**src/rtl/arb_mux81_pkg.sv**
```systemverilog
// Shared types and constants for the arb_mux81 round-robin arbiter.
// Holds requester count, index width, FSM state encoding, the registered
// output bundle and the bit-reversed mux select mapping.
package arb_mux81_pkg;

    localparam int unsigned NUM_REQ = 8;
    localparam int unsigned IDX_W   = 3;
    localparam int unsigned CNT_W   = 4;

    typedef enum logic {
        ST_IDLE  = 1'b0,
        ST_GRANT = 1'b1
    } state_t;

    // Registered output bundle driven toward the 8:1 mux.
    typedef struct packed {
        logic [NUM_REQ-1:0] gnt;
        logic [IDX_W-1:0]   sel;
        logic               busy;
    } arb_out_t;

    // The mux expects its select bits in reverse order of the requester index.
    function automatic logic [IDX_W-1:0] sel_map(input logic [IDX_W-1:0] idx);
        return {idx[0], idx[1], idx[2]};
    endfunction

endpackage

```
**src/rtl/arb_mux81_rr_pick.sv**
```systemverilog
// Combinational round-robin picker.
// Ports: req   - request vector
//        start - first index to examine; scan wraps modulo NUM_REQ
//        found - any request asserted
//        idx   - index of the first asserted request at or after start
module arb_mux81_rr_pick
    import arb_mux81_pkg::*;
(
    input  logic [NUM_REQ-1:0] req,
    input  logic [IDX_W-1:0]   start,
    output logic               found,
    output logic [IDX_W-1:0]   idx
);

    logic [IDX_W-1:0] cand;

    // Scan from the farthest offset down so the nearest hit is written last.
    always_comb begin
        found = 1'b0;
        idx   = '0;
        cand  = '0;
        for (int k = NUM_REQ - 1; k >= 0; k--) begin
            cand = start + IDX_W'(k);
            if (req[cand]) begin
                found = 1'b1;
                idx   = cand;
            end
        end
    end

endmodule

```
**src/rtl/arb_mux81.sv**
```systemverilog
// Round-robin arbiter sharing an 8:1 mux output between 8 requesters.
// Optional lock input guarded by macro ARB_LOCK_EN: while the current owner
// keeps requesting with lock high, the HOLD_MAX forced handoff is suppressed.
// Ports: clk  - rising-edge clock
//        rst  - synchronous active-high reset
//        req  - request per requester (bit i = mux input i)
//        lock - (ARB_LOCK_EN only) hold the channel past HOLD_MAX
//        gnt  - registered one-hot grant
//        sel  - registered mux select, bit-reversed owner index
//        busy - registered, high while a grant is active
module arb_mux81
    import arb_mux81_pkg::*;
#(
    parameter int unsigned HOLD_MAX = 4
) (
    input  logic               clk,
    input  logic               rst,
    input  logic [NUM_REQ-1:0] req,
`ifdef ARB_LOCK_EN
    input  logic               lock,
`endif
    output logic [NUM_REQ-1:0] gnt,
    output logic [IDX_W-1:0]   sel,
    output logic               busy
);

    state_t           state_q, state_d;
    logic [IDX_W-1:0] owner_q, owner_d;
    logic [IDX_W-1:0] ptr_q, ptr_d;
    logic [CNT_W-1:0] cnt_q, cnt_d;
    arb_out_t         out_q, out_d;

    logic               lock_act;
    logic               hold_hit;
    logic [IDX_W-1:0]   owner_next;
    logic [NUM_REQ-1:0] pick_req;
    logic [IDX_W-1:0]   pick_start;
    logic               pick_found;
    logic [IDX_W-1:0]   pick_idx;
    logic               take;

`ifdef ARB_LOCK_EN
    assign lock_act = lock;
`else
    assign lock_act = 1'b0;
`endif

    assign hold_hit   = (cnt_q == CNT_W'(HOLD_MAX));
    assign owner_next = owner_q + IDX_W'(1);

    // Idle scans from ptr; a handoff scans from owner+1 excluding the owner.
    assign pick_req   = req & ~out_q.gnt;
    assign pick_start = (state_q == ST_GRANT) ? owner_next : ptr_q;

    arb_mux81_rr_pick u_pick (
        .req   (pick_req),
        .start (pick_start),
        .found (pick_found),
        .idx   (pick_idx)
    );

    // Next-state and next-output logic.
    always_comb begin
        state_d = state_q;
        owner_d = owner_q;
        ptr_d   = ptr_q;
        cnt_d   = cnt_q;
        out_d   = out_q;
        take    = 1'b0;

        case (state_q)
            ST_IDLE: begin
                if (pick_found) begin
                    take = 1'b1;
                end
            end
            ST_GRANT: begin
                if (!req[owner_q]) begin
                    ptr_d = owner_next;
                    if (pick_found) begin
                        take = 1'b1;
                    end else begin
                        out_d.gnt  = '0;
                        out_d.busy = 1'b0;
                        cnt_d      = '0;
                        state_d    = ST_IDLE;
                    end
                end else if (hold_hit && !lock_act) begin
                    if (pick_found) begin
                        take  = 1'b1;
                        ptr_d = owner_next;
                    end else begin
                        // Nobody waiting: restart the window, grant unchanged.
                        cnt_d = CNT_W'(1);
                    end
                end else if (!hold_hit) begin
                    cnt_d = cnt_q + CNT_W'(1);
                end
                // hold_hit with lock: counter stays saturated at HOLD_MAX.
            end
            default: begin
                state_d = ST_IDLE;
            end
        endcase

        if (take) begin
            owner_d    = pick_idx;
            out_d.gnt  = NUM_REQ'(1) << pick_idx;
            out_d.sel  = sel_map(pick_idx);
            out_d.busy = 1'b1;
            cnt_d      = CNT_W'(1);
            state_d    = ST_GRANT;
        end
    end

    // State and output registers.
    always_ff @(posedge clk) begin
        if (rst) begin
            state_q <= ST_IDLE;
            owner_q <= '0;
            ptr_q   <= '0;
            cnt_q   <= '0;
            out_q   <= '0;
        end else begin
            state_q <= state_d;
            owner_q <= owner_d;
            ptr_q   <= ptr_d;
            cnt_q   <= cnt_d;
            out_q   <= out_d;
        end
    end

    assign gnt  = out_q.gnt;
    assign sel  = out_q.sel;
    assign busy = out_q.busy;

endmodule

```
**config.mk**
```make
export PLATFORM = sky130hd
export DESIGN_NAME = arb_mux81
export DESIGN_NICKNAME = d
export VERILOG_FILES = /design/src/rtl/arb_mux81_pkg.sv /design/src/rtl/arb_mux81_rr_pick.sv /design/src/rtl/arb_mux81.sv
export SDC_FILE = /design/constraint.sdc
export NUM_CORES = 1
export LEC_CHECK = 0
export ABC_AREA = 1
export BUFFER_PORTS_ARGS = -buffer_cell sky130_fd_sc_hd__buf_2
export CORE_UTILIZATION = 59
export DETAILED_ROUTE_END_ITERATION = 6
export GPL_TIMING_DRIVEN = 0
export PLACE_DENSITY_LB_ADDON = 0.3
export RECOVER_POWER = 100
export SLEW_MARGIN = 40
export SYNTH_ARGS = -nofsm -noshare
export SYNTH_HDL_FRONTEND = slang
export SYNTH_SLANG_ARGS = --single-unit
export TNS_END_PERCENT = 20
```
**constraint.sdc**
```tcl
create_clock -name clk -period 2.7 [get_ports clk]
set_input_delay 0.675 -clock clk [delete_from_list [all_inputs] [get_ports clk]]
set_output_delay 0.675 -clock clk [all_outputs]
set_load 0.1 [all_outputs]
```
Yosys cells after proc, flatten, opt, wreduce, memory -nomap -nowiden
Index checks and enable logic that the tools add are counted.

Add/subtract/negate cells: 9. Magnitude comparators: 9. Eq/ne operators: 9. Shift-type cells: 1. Muxes and demuxes: 58. Bitwise operators: 3. Reductions and logical operators: 6.

Operators with widths (count): 3-bit by 4-bit less-than comparator with 1-bit output, second input constant (9); 3-bit 2-to-1 mux (12); 1-bit 2-to-1 mux (28); 1-bit binary-select mux with 3-bit select (9); 8-bit 2-to-1 mux (3); 4-bit 2-to-1 mux (4); 3-bit adder, second input constant (4); 12-bit 2-to-1 mux (1); 3-bit AND reduction (4); 8-bit bitwise AND (1); 2-bit inequality test, second input constant (4); 8-bit inverter (1); 1-bit by 3-bit left shift with 8-bit output, first input constant (1); 3-bit by 1-bit adder with 3-bit output, second input constant (2); 3-bit by 2-bit adder with 3-bit output, second input constant (2); 4-bit by 1-bit adder with 4-bit output, second input constant (1); 4-bit by 3-bit equality test with 1-bit output, second input constant (1); 2-bit by 1-bit inequality test with 1-bit output, second input constant (2); 3-bit by 1-bit inequality test with 1-bit output, second input constant (1); 3-bit by 2-bit inequality test with 1-bit output, second input constant (1); 1-bit one-hot mux with 2 select lines (1); 2-bit nonzero test (1); 2-bit OR reduction (1); 1-bit inverter (1).

Flip-flop bits (word level): 23. Word-level logic and storage cells: 103.

Longest topological paths before layout
Depth in word-level cells: 19. Mapped depth: 22.

Modules after synthesis
A second synthesis with hierarchy kept.

Cell total of the unflattened synthesis: 297. Area, all modules: 1875.5 µm².

Modules (own cells, without submodules): arb_mux81 (times used 1, cells an instance 175, area an instance 1136.1 µm², seq. area each 400.4 µm²); arb_mux81_rr_pick (times used 1, cells an instance 122, area an instance 739.5 µm², seq. area each 0.0 µm²).

Least setup slack after synthesis
OpenSTA, ideal clock, no wires.

Path type: reg-to-reg. Start point: register owner_q[0]. End point: register out_q (netlist bit gnt[7]). Arrival: 3.192 ns. Data required time: 2.635 ns. Slack: -0.557 ns. Cell stages (with the launch flop): 19. Clock period less this slack: 3.257 ns. Cell sequence: dfxtp_1 > ha_1 > nand2_1 > nand2_2 > ha_1 > inv_1 > nand3_1 > nand2_1 > nand2_1 > nand2_2 > nor3_2 > nand2_2 > nand2_4 > inv_4 > o21ai_4 > inv_2 > nor2_1 > nor2_1 > nor2_1.

Word-level cells in the longest chain between the ends: 19. Elaborated cells on any way between the ends: 53.

RTL lines: start, declared (line arb_mux81.sv:28) `logic [IDX_W-1:0] owner_q, owner_d;`; start signal, assigned (line arb_mux81.sv:126) `owner_q <= owner_d;`; 3-bit by 1-bit adder with 3-bit output * (line arb_mux81.sv:49) `assign owner_next = owner_q + IDX_W'(1);`; named net owner_next[1] (line arb_mux81.sv:35) `logic [IDX_W-1:0] owner_next;`; 3-bit 2-to-1 mux * (line arb_mux81.sv:53) `assign pick_start = (state_q == ST_GRANT) ? owner_next : ptr_q;`; 3-bit adder (line arb_mux81_rr_pick.sv:23) `cand = start + IDX_W'(k);`; 1-bit binary-select mux with 3-bit select (line arb_mux81_rr_pick.sv:24) `if (req[cand]) begin`; 1-bit 2-to-1 mux (not written as such) (line arb_mux81_rr_pick.sv:24); 1-bit 2-to-1 mux (8 in series) (line arb_mux81_rr_pick.sv:24); 1-bit 2-to-1 mux (line arb_mux81.sv:73, arb_mux81.sv:80, arb_mux81.sv:89); 1-bit 2-to-1 mux (line arb_mux81.sv:88) `end else if (hold_hit && !lock_act) begin`; 1-bit 2-to-1 mux (line arb_mux81.sv:78) `if (!req[owner_q]) begin`; 1-bit one-hot mux with 2 select lines (line arb_mux81.sv:71) `case (state_q)`; 2-bit inequality test (no source line) (tied with other cells); 3-bit AND reduction (no source line); end signal, assigned (line arb_mux81.sv:129) `out_q <= out_d;`; end, declared (line arb_mux81.sv:31) `arb_out_t out_q, out_d;`.

The timed path passes the listed nets; every way through them passes the cells marked *. The select of a mux whose other input is x is not followed. A chain may end at the register's enable or synchronous reset.

Final worst setup path
Ends and elaborated chain as after synthesis.

==> metrics.cfg <==
[run_status]
status = finished clean

[setup_path]
rr_startpoint = owner_q[0]
rrSetupSlack_ps = 100
path_max_fanout = 8
critPathCaptureType = register
critPathKind = register to register
crit_arrival_ps = 2860
critPathLaunchType = register
r2r_cells = 18
r2r_end = gnt[7]
crit_required_ps = 2960

[power_and_ir_drop]
seq_power_share_pct = 13.9
power.switching_mw = 1.98
p_int_mw = 1.27
swShare_pct = 60.8
power_frac_clock_pct = 4.6
leakage_nw = 1.19
p_per_area_nw_per_um2 = 1370
p_comb_share_pct = 81.5
vdd_drop_max_mv = 0.798

[timing]
drv_slew = 0
worstMarginPinSlew_ps = 1180
period_share_pct = 96.4
finalCriticalPeriod_ps = 2600
relSlewSlack_pct = 21.7
rsz0062_at_grt = true
fin_worst_skew_ps = 6.44
max_freq_ghz = 0.384
timing.hold.ws_ps = 475
finalHoldViolations = 0
setup_violations = 0
layout_setup_ws_ps = 98.2

[placement]
place_congestion = 0.915
numPortBuffers = 21
dp_slack_ps = -95.3
dp_hpwl_um = 3870

[cells_and_area]
most-common-layout-cells = 107 x nand2_1, 38 x inv_1, 33 x nand2_2, 26 x a21oi_1, 23 x nand3_1
postLayoutCoreUtil_pct = 76.7
regArea_sq_um = 408
nNetsFinal = 389
layout_commonest_cell = nand2_1
fillers = 269
layout-drive-gt1-share_pct = 28.3
diodes = 0
multi_input_area_sq_um = 1440
area_growth_pct = 21.0

[floorplan]
num_rows = 20
start_util_pct = 63.4
fp.dieW_um = 59.7
dieArea_sq_um = 3570
io_pins = 22
core_area_sq_um = 3100
die_y_um = 59.7

[cts]
cts-htree-levels = 1
cts_tree = built
cts.sinks = 20
cts_root_buffer = clkbuf_4
clk_pin_slew_worst_paths_ps = 110
cts_buffers = 3
clk_latency_ps = 310
clk_path_buf_depth = 2

[drt]
wl_um = 5530
dr.pass1.iters = 5
antenna_left = 0
vias = 2289
first_iter_violations = 184
drc = 0
post_drt_wl_per_cell_um = 13.2
vias_per_cell = 5.48

[synthesis]
synth_top_area_cell = nand2_1
syn_area_per_cell_sq_um = 5.92
syn_area_sq_um = 1970
synth_warnings = 0
yosys.area.top_type_share_pct = 22.7
synth_seq_area_share_pct = 20.4
synthCells = 332
ys_types = 32
synth.area.top_cells = nand2_1 23%, dfxtp_1 20%, nand2_2 8.0%
syn_nets = 346
ys_seq_elements = 20

[global_routing]
grt_usage_pct = 29.7
grt_pass1_wl_um = 8040
globalRouteOverflowTotal = 0
grt_max_degree = 12
grt_antenna_before_repair = 0
grt_pass1_vias = 1864

[hold_path]
worstHoldPathCells = 2
min_to = busy
hold_start = busy
holdCritPathClass = register to register

[flow_run]
cap_violations = 0

-- timing repair --
item / in CTS / in global routing
endpoints found under the hold margin: 0 / 0
setup endpoints to repair: 14 / 15
gates cloned: 0 / 1
pin swaps: 3 / 18
hold buffers: 0 / 0
gates resized for setup: 3 / 26
buffers inserted: 2 / 14
-- area by class of cell --
class                   count  share of cell area (%)
clock inverters             1                   0.158
clock buffers               3                   0.946
flip-flops and latches     20                    17.1
plain buffers               4                    2.21
repair buffers             38                    9.46
inverters                  44                    7.36
well taps                  44                    2.31
multi-input cells         264                    60.4
-- worst max-delay path: stages, from the launching register on --
cell and delay [ps]:
dfxtp_4 400, ha_4 290, nand2_4 50, nand2_4 90, ha_4 220, buf_6 110, nand3_2 60, nand2_2 80
nand2_2 110, nand2_4 70, nor3_2 210, nand2_2 150, nand2_4 120, inv_4 50, o21ai_4 230, inv_2 80
nor2_2 100, nor2_1 40, nor2_1 70
-- synth_stat cells --
cell and n:
and2_1 1, nand2_8 1, nand3_2 6, nand2_1 119, dlygate4sd3_1 1, nand3b_1 2, dfxtp_1 20, inv_6 1
o22ai_1 2, nand2_4 5, or2_2 2, nor2_4 1, o21a_1 1, nor3_2 1, a21oi_1 27, ha_1 4
buf_12 1, a211oi_1 1, nand4_1 4, buf_6 2, nand2_2 25, inv_4 1, o211ai_1 1, o21ai_4 1
inv_2 3, nor2_1 19, nand3_1 25, xor2_1 2, o21ai_0 12, nor2_2 1, o21ai_1 1, inv_1 39
-- routing by layer --
metal,GRT usage [%],up-vias,share of wire (%)
li1,-,1134,-
met1,37.3,1035,42
met2,52.4,96,50
met3,1.95,24,5.0
met4,11.6,0,2.8
met5,0,-,0
-- sequential cells by signal, summed over array words and instances, names as in the netlist --
name     flops
owner_q      2
busy         1
sel          1
cnt_q        4
ptr_q        3
state_q      1
gnt          8
-- cell families (layout without fill, tap and decap cells) --
group | after synthesis | count (layout) | share of synthesized area (%)
xor+xnor | 2 | 2 | 0.891
flops | 20 | 20 | 20.4
compound gates | 46 | 46 | 12.8
simple gates | 212 | 212 | 52.0
fa+ha+maj | 4 | 4 | 2.54
buf+inv | 48 | 90 | 11.5
-- power groups by stage --
stage               Clock (mW)  Combinational (mW)  Sequential (mW)
finish                   0.151                2.65            0.452
global route             0.162                2.85            0.463
CTS                      0.151                2.28            0.444
detailed placement           0                2.23            0.450
global placement             0                2.20            0.450
floorplan                    0                1.47            0.833
-- per-stage QoR --
step	power (mW)	TNS, ps	cell area, sq um	std cells
detailed placement	2.68	-630	2130	397
finish	3.25	0	2380	418
floorplan	2.30	0	1970	332
global placement	2.65	-771	2130	397
global route	3.47	-65.2	2380	418
CTS	2.88	0	2190	403
-- worst max-delay path by stage --
| stage | from | end | slack (ps) | depth (start not counted) |
|---|---|---|---|---|
| 2_1_floorplan | owner_q[0] | gnt[7] | 40 | 18 |
| 3_3_place_gp | owner_q[0] | gnt[6] | -120 | 18 |
| 3_5_place_dp | owner_q[0] | gnt[6] | -100 | 18 |
| 4_1_cts | owner_q[0] | ptr_q[2] | 8 | 16 |
| 5_1_grt | state_q | gnt[7] | -50 | 21 |
| 6_report | owner_q[0] | gnt[7] | 100 | 18 |
Note: power is estimated with default switching activity, not from simulation.
